### src/rtl/rx_sample_serializer.sv
// rx_sample_serializer: pops SAMPLE_W-bit samples from an AXI-stream FIFO port
// and emits them as OUT_W-bit words, one per rd_req pulse. It also provides a
// hysteretic samples-available flag and sticky/saturating underrun status.
module rx_sample_serializer #(
  parameter int unsigned SAMPLE_W  = 24,
  parameter int unsigned OUT_W     = 4,
  parameter int unsigned LEN_W     = 11,
  parameter int unsigned AVAIL_HI  = 256,
  parameter int unsigned AVAIL_LO  = 192,
  parameter int unsigned MSB_FIRST = 1,
  parameter int unsigned UCNT_W    = 16
) (
  input  logic                clk,
  input  logic                rst,
  input  logic [SAMPLE_W-1:0] s_tdata,
  input  logic                s_tvalid,
  input  logic                s_tlast,
  output logic                s_tready,
  input  logic [LEN_W-1:0]    s_tlength,
  input  logic                rd_req,
  output logic [OUT_W-1:0]    out_data,
  output logic                out_valid,
  output logic                out_last,
  output logic                samples_avail,
  output logic                underrun,
  output logic [UCNT_W-1:0]   underrun_cnt,
  input  logic                clr_status
);

  localparam int unsigned NW   = SAMPLE_W / OUT_W;
  localparam int unsigned WL_W = $clog2(NW + 1);

  localparam logic [LEN_W-1:0] LEN_HI = LEN_W'(AVAIL_HI);
  localparam logic [LEN_W-1:0] LEN_LO = LEN_W'(AVAIL_LO);
  localparam logic [WL_W-1:0]  WL_NW  = WL_W'(NW);
  localparam logic [WL_W-1:0]  WL_ONE = WL_W'(1);

  typedef enum logic {
    ST_EMPTY = 1'b0,
    ST_HOLD  = 1'b1
  } state_t;

  state_t              r_state;
  state_t              w_state_nxt;
  logic [SAMPLE_W-1:0] r_sr;
  logic [SAMPLE_W-1:0] w_sr_nxt;
  logic [WL_W-1:0]     r_wl;
  logic [WL_W-1:0]     w_wl_nxt;
  logic                r_hl;
  logic                w_hl_nxt;

  logic [OUT_W-1:0]    w_out_data_nxt;
  logic                w_out_valid_nxt;
  logic                w_out_last_nxt;
  logic                w_underrun_nxt;
  logic [UCNT_W-1:0]   w_ucnt_nxt;
  logic                w_avail_nxt;

  logic [OUT_W-1:0]    w_word;
  logic [SAMPLE_W-1:0] w_sr_shift;
  logic                w_last_word;

  // Word at the emitting end of the shift register, and the register after it leaves
  assign w_word      = (MSB_FIRST != 0) ? r_sr[SAMPLE_W-1 -: OUT_W] : r_sr[OUT_W-1:0];
  assign w_sr_shift  = (MSB_FIRST != 0) ? (r_sr << OUT_W) : (r_sr >> OUT_W);
  assign w_last_word = (r_wl == WL_ONE);

  // FIFO pop: always ready when empty, or when the final word leaves on this request
  assign s_tready = (r_state == ST_EMPTY) ||
                    ((r_state == ST_HOLD) && rd_req && w_last_word);

  // Next-state, datapath and status logic
  always_comb begin
    w_state_nxt     = r_state;
    w_sr_nxt        = r_sr;
    w_wl_nxt        = r_wl;
    w_hl_nxt        = r_hl;
    w_out_data_nxt  = out_data;
    w_out_valid_nxt = out_valid;
    w_out_last_nxt  = out_last;
    w_underrun_nxt  = underrun;
    w_ucnt_nxt      = underrun_cnt;
    w_avail_nxt     = samples_avail;

    case (r_state)
      ST_EMPTY: begin
        // Prefetch: the first word is served from HOLD on a later request
        if (s_tvalid) begin
          w_sr_nxt    = s_tdata;
          w_hl_nxt    = s_tlast;
          w_wl_nxt    = WL_NW;
          w_state_nxt = ST_HOLD;
        end
        // Any request seen while empty is an underrun, even on the accept cycle
        if (rd_req) begin
          w_out_data_nxt  = '0;
          w_out_valid_nxt = 1'b0;
          w_out_last_nxt  = 1'b0;
          w_underrun_nxt  = 1'b1;
          if (!(&underrun_cnt)) begin
            w_ucnt_nxt = underrun_cnt + UCNT_W'(1);
          end
        end
      end
      ST_HOLD: begin
        if (rd_req) begin
          w_out_data_nxt  = w_word;
          w_out_valid_nxt = 1'b1;
          w_out_last_nxt  = w_last_word && r_hl;
          w_sr_nxt        = w_sr_shift;
          w_wl_nxt        = r_wl - WL_ONE;
          if (w_last_word) begin
            // Back-to-back reload keeps the word stream gapless
            if (s_tvalid) begin
              w_sr_nxt = s_tdata;
              w_hl_nxt = s_tlast;
              w_wl_nxt = WL_NW;
            end else begin
              w_state_nxt = ST_EMPTY;
            end
          end
        end
      end
      default: w_state_nxt = ST_EMPTY;
    endcase

    // Clear wins over a same-cycle underrun
    if (clr_status) begin
      w_underrun_nxt = 1'b0;
      w_ucnt_nxt     = '0;
    end

    // Hysteresis between the two fill thresholds
    if (s_tlength >= LEN_HI) begin
      w_avail_nxt = 1'b1;
    end else if (s_tlength <= LEN_LO) begin
      w_avail_nxt = 1'b0;
    end
  end

  // State and output registers
  always_ff @(posedge clk or posedge rst) begin
    if (rst) begin
      r_state       <= ST_EMPTY;
      r_sr          <= '0;
      r_wl          <= '0;
      r_hl          <= 1'b0;
      out_data      <= '0;
      out_valid     <= 1'b0;
      out_last      <= 1'b0;
      underrun      <= 1'b0;
      underrun_cnt  <= '0;
      samples_avail <= 1'b0;
    end else begin
      r_state       <= w_state_nxt;
      r_sr          <= w_sr_nxt;
      r_wl          <= w_wl_nxt;
      r_hl          <= w_hl_nxt;
      out_data      <= w_out_data_nxt;
      out_valid     <= w_out_valid_nxt;
      out_last      <= w_out_last_nxt;
      underrun      <= w_underrun_nxt;
      underrun_cnt  <= w_ucnt_nxt;
      samples_avail <= w_avail_nxt;
    end
  end

endmodule
### config.mk
export PLATFORM = sky130hd
export DESIGN_NAME = rx_sample_serializer
export DESIGN_NICKNAME = d
export VERILOG_FILES = /design/src/rtl/rx_sample_serializer.sv
export SDC_FILE = /design/constraint.sdc
export NUM_CORES = 1
export LEC_CHECK = 0
export CAP_MARGIN = 10
export CORE_ASPECT_RATIO = 2
export CORE_MARGIN = 2
export CORE_UTILIZATION = 50
export DETAILED_ROUTE_END_ITERATION = 16
export DONT_BUFFER_PORTS = 1
export GPL_TIMING_DRIVEN = 0
export HOLD_SLACK_MARGIN = 0.1
export PLACE_DENSITY = 0.65
export SYNTH_ARGS = -nofsm -noshare
export SYNTH_HDL_FRONTEND = slang
export SYNTH_SLANG_ARGS = --single-unit
### constraint.sdc
create_clock -name clk -period 4.4 [get_ports clk]
set_input_delay 1.1 -clock clk [delete_from_list [all_inputs] [get_ports clk]]
set_output_delay 1.1 -clock clk [all_outputs]
set_load 0.02 [all_outputs]
## After elaboration in Yosys (flattened, before gate mapping)

Cells that the tools add are included.
W data, S select, Z words.

- Register bits: 53
- Input bits: 41
- Output and inout port bits: 25
- Logic and storage cells: 68

- $add $sub $neg: 2
- $lt $le $gt $ge: 2
- Eq/ne operators: 7
- Muxes and demuxes: 34
- Bitwise operators: 1
- Reductions and logical operators: 12

Operator list:

| kind | number |
|---|---|
| $mux W24 | 4 |
| $mux W16 | 4 |
| $pmux W24 S2 | 1 |
| $add A16 B1 Y16 const B | 1 |
| $reduce_and A16 Y1 | 1 |
| $mux W1 | 13 |
| $mux W3 | 4 |
| $ge A11 B9 Y1 const B | 1 |
| $le A11 B8 Y1 const B | 1 |
| $ne A2 B2 Y1 const B | 5 |
| $mux W4 | 2 |
| $pmux W1 S2 | 4 |
| $pmux W4 S2 | 1 |
| $reduce_and A2 Y1 | 4 |
| $pmux W3 S2 | 1 |
| $reduce_bool A2 Y1 | 2 |
| $eq A3 B1 Y1 const B | 1 |
| $logic_and A1 B1 Y1 | 3 |
| $reduce_and A3 Y1 | 1 |
| $sub A3 B1 Y3 const B | 1 |
| $ne A2 B1 Y1 const B | 1 |
| $logic_or A1 B1 Y1 | 1 |
| $not A1 Y1 | 1 |

## Longest topological paths before layout

- Depth after elaboration: 5
- Depth in mapped cells: 7
- Depth with buffers taken out: 6

## Worst setup path before layout

No wires, ideal clock.

- Kind: input to output
- Start: in rd_req
- End: out s_tready
- Arrival: 1350 ps
- Required time: 3300 ps
- Setup slack: 1950 ps
- Stages on the path: 2
- Path buffers: 0
- Path through: nand3b_1 -> nand2_1

- Word-level cells in the longest chain between the ends: 3

Ends and longest elaborated chain:

| item | line | source |
|---|---|---|
| start, declared | 20 | `input logic rd_req,` |
| $logic_and A1 B1 Y1 (2 in a row) | 70 | `((r_state == ST_HOLD) && rd_req && w_last_word);` |
| $logic_or A1 B1 Y1 | 69 | `assign s_tready = (r_state == ST_EMPTY) \|\|` |
| end, declared | 18 | `output logic s_tready,` |

No other way between the ends.

## Worst setup path in the final report

Ends and elaborated chain as after synthesis.

==> metrics.cfg <==
[setup_path]
cp_cell_sequence=nand3b_1 > nand2_1
reg2reg_slack_ns=2.65
critical_path_required_ns=3.30
cp_num_buf_inv=0
crit_path_top_delay_cell=nand2_1
crit_family=simple AND/OR/NAND/NOR gates
cp-start-kind=primary input
crit_arrival_ns=1.37
worstSetupEndpointType=primary output
max_stage_delay_ns=0.21
critPathMaxFanout=6
critPathKind=primary input to primary output

[synthesis]
syn-instance-count=245
syn_area_um2=2600
synth_fp_nets=289
yosys_warnings=0
synth_seq_cells=53
synth-seq-area-share_pct=51.0
syn_avg_cell_area_um2=10.6
ys_types=42

[cts]
cts_setup_buffers=0
numCtsBuffers=5
clk_path_buf_depth=2
clkLatencyLatePin_ns=0.30
cts_resized=0
cts_tree=built
clock-root-buffer=clkbuf_8
cts.sink_count=53
clk_pin_slew_ns=0.09
cts_max_level=2
cts_hold_buf=0

[global_route]
grt_antenna_before_repair=0
grt_use_total_pct=20.8
grt_overflow_total=0
grt.met2_usage_pct=39.1
grt_pass1_wl_um=8710
grt_pass1_vias=1863
grt_max_degree=30
grtUsageMet1_pct=20.3
top_usage_layer=met2
grtUsageMet3_pct=5.20

[finish]
syn2layout_area_growth_pct=7.45
fin_nets=297
final_cell_area_um2=2800
fillers=479
final_cell_mix=dfrtp_1, nand2_1, o21ai_0, mux2i_1
drive_above_1_share_pct=12.6
final_common_cell=dfrtp_1
diodes=0
fin_util_pct=54.9

[power]
leakage_nw=1.23
power_per_cell_area_nw_per_um2=433
irDropWorstVdd_mv=0.300

[floorplan]
core_um2=5090
die_area_um2=5830
chipHeight_um=106
die_x_um=55.0
start_util_pct=51.1
row_count=37
ioPinCount=66

[timing]
fmax_ghz=0.405
maxSlewViolCount=0
setup_viol_count_final=0
hold_violations=0
setup-tns-final_ns=0
post-route-period-util_pct=56.2
fin_skew_ns=0.00798
rsz0062_at_grt=no
period_minus_slack_ns=2.47
slew_headroom_pct=62.8
tightest_slew_ns=0.558

[detailed_routing]
routed_wl_um=5490
drt_iter0_markers=24
viasPerCell=5.70
drcViolationCount=0
dr.pass1.iters=4
vias=1777
ant_nets=0
wire_per_inst_um=17.6

[hold_path]
hp-class=flip-flop to flip-flop

[run]
maxCapViolations=0

[run_status]
outcome=completed

[place]
place.gp.congestion=0.711
port-buffer-count=0
placed_area_um2=2700
dp_hpwl_um=4230

## cell type report
type | instances | area [um^2] | share of cell area (%)
flip-flops and latches | 53 | 1330 | 47.4
multi-input cells | 168 | 1170 | 41.9
clock buffers | 7 | 96.3 | 3.45
well taps | 58 | 72.6 | 2.60
plain buffers | 13 | 62.6 | 2.24
inverters | 11 | 41.3 | 1.48
repair buffers | 1 | 20.0 | 0.716
clock inverters | 1 | 5.00 | 0.179
## per-layer routing
metal,vias to the layer above,wire length (um)
li1,869,-
met1,861,1890
met2,43,3280
met3,4,276
met4,0,56
met5,-,0
## kinds of logic (layout without fill, tap and decap cells)
group	Yosys count	in the layout	synth area share, %
adder cells (fa/ha/maj)	3	3	1.44
buffers and inverters	24	33	3.99
flip-flops	53	53	51.0
multiplexers	27	27	10.7
AO/OA/AOI/OAI	49	49	10.6
AND/OR/NAND/NOR	78	78	18.6
XOR/XNOR	11	11	3.70
## synthesized netlist by cell type, drive strengths merged
master / number / area, um^2
dfrtp: 53 / 1330
nand3b: 3 / 22.5
clkbuf: 4 / 15.0
xnor2: 7 / 61.3
nor2: 4 / 17.5
nor3: 5 / 36.3
nand4: 4 / 46.3
inv: 11 / 41.3
buf: 9 / 47.6
nand4b: 1 / 8.76
mux2: 4 / 48.8
nor3b: 1 / 7.51
a211oi: 1 / 7.51
a22o: 4 / 35.0
or4: 1 / 7.51
nor4b: 1 / 23.8
nor2b: 4 / 25.0
and2: 2 / 12.5
xor2: 4 / 35.0
nor4: 1 / 12.5
a311oi: 2 / 17.5
nand2: 30 / 113
nand2b: 5 / 38.8
a31oi: 2 / 12.5
mux2i: 23 / 230
and4: 4 / 37.5
ha: 3 / 37.5
o21ai: 29 / 145
nand3: 7 / 35.0
and4b: 2 / 20.0
and3: 3 / 18.8
a21oi: 11 / 58.8
## path summary, 6_finish.rpt
check	start	end	cells after the start
min in group asynchronous	rst	underrun	1
max in group asynchronous	rst	r_sr[16]	2
worst min register to register	r_sr[17]	r_sr[17]	2
worst max register to register	underrun_cnt[12]	underrun_cnt[0]	4
worst max-delay path	rd_req	s_tready	2
worst min-delay path	r_sr[17]	r_sr[17]	2
## where the power goes
part	switching, mW	internal (mW)
clock	0.158	0.143
combinational	0.125	0.111
sequential	0.0846	0.591
## registers in the layout (all words and copies together) (netlist names)
signal,cells
r_wl,3
underrun,1
underrun_cnt,16
r_state,1
r_hl,1
out_last,1
r_sr,24
out_valid,1
out_data,4
samples_avail,1
## stage by stage
| stage | std cells | hold slack, ns | worst slack, ns | power [mW] |
|---|---|---|---|---|
| 2_1_floorplan | 245 | 0.449 | 1.95 | 0.867 |
| 3_3_place_gp | 303 | 0.460 | 1.37 | 0.916 |
| 3_5_place_dp | 304 | 0.470 | 1.92 | 0.928 |
| 4_1_cts | 312 | 0.492 | 1.92 | 1.23 |
| 5_1_grt | 312 | 0.512 | 1.91 | 1.30 |
| 6_report | 312 | 0.486 | 1.93 | 1.21 |
(Power assumes the default switching activity.)
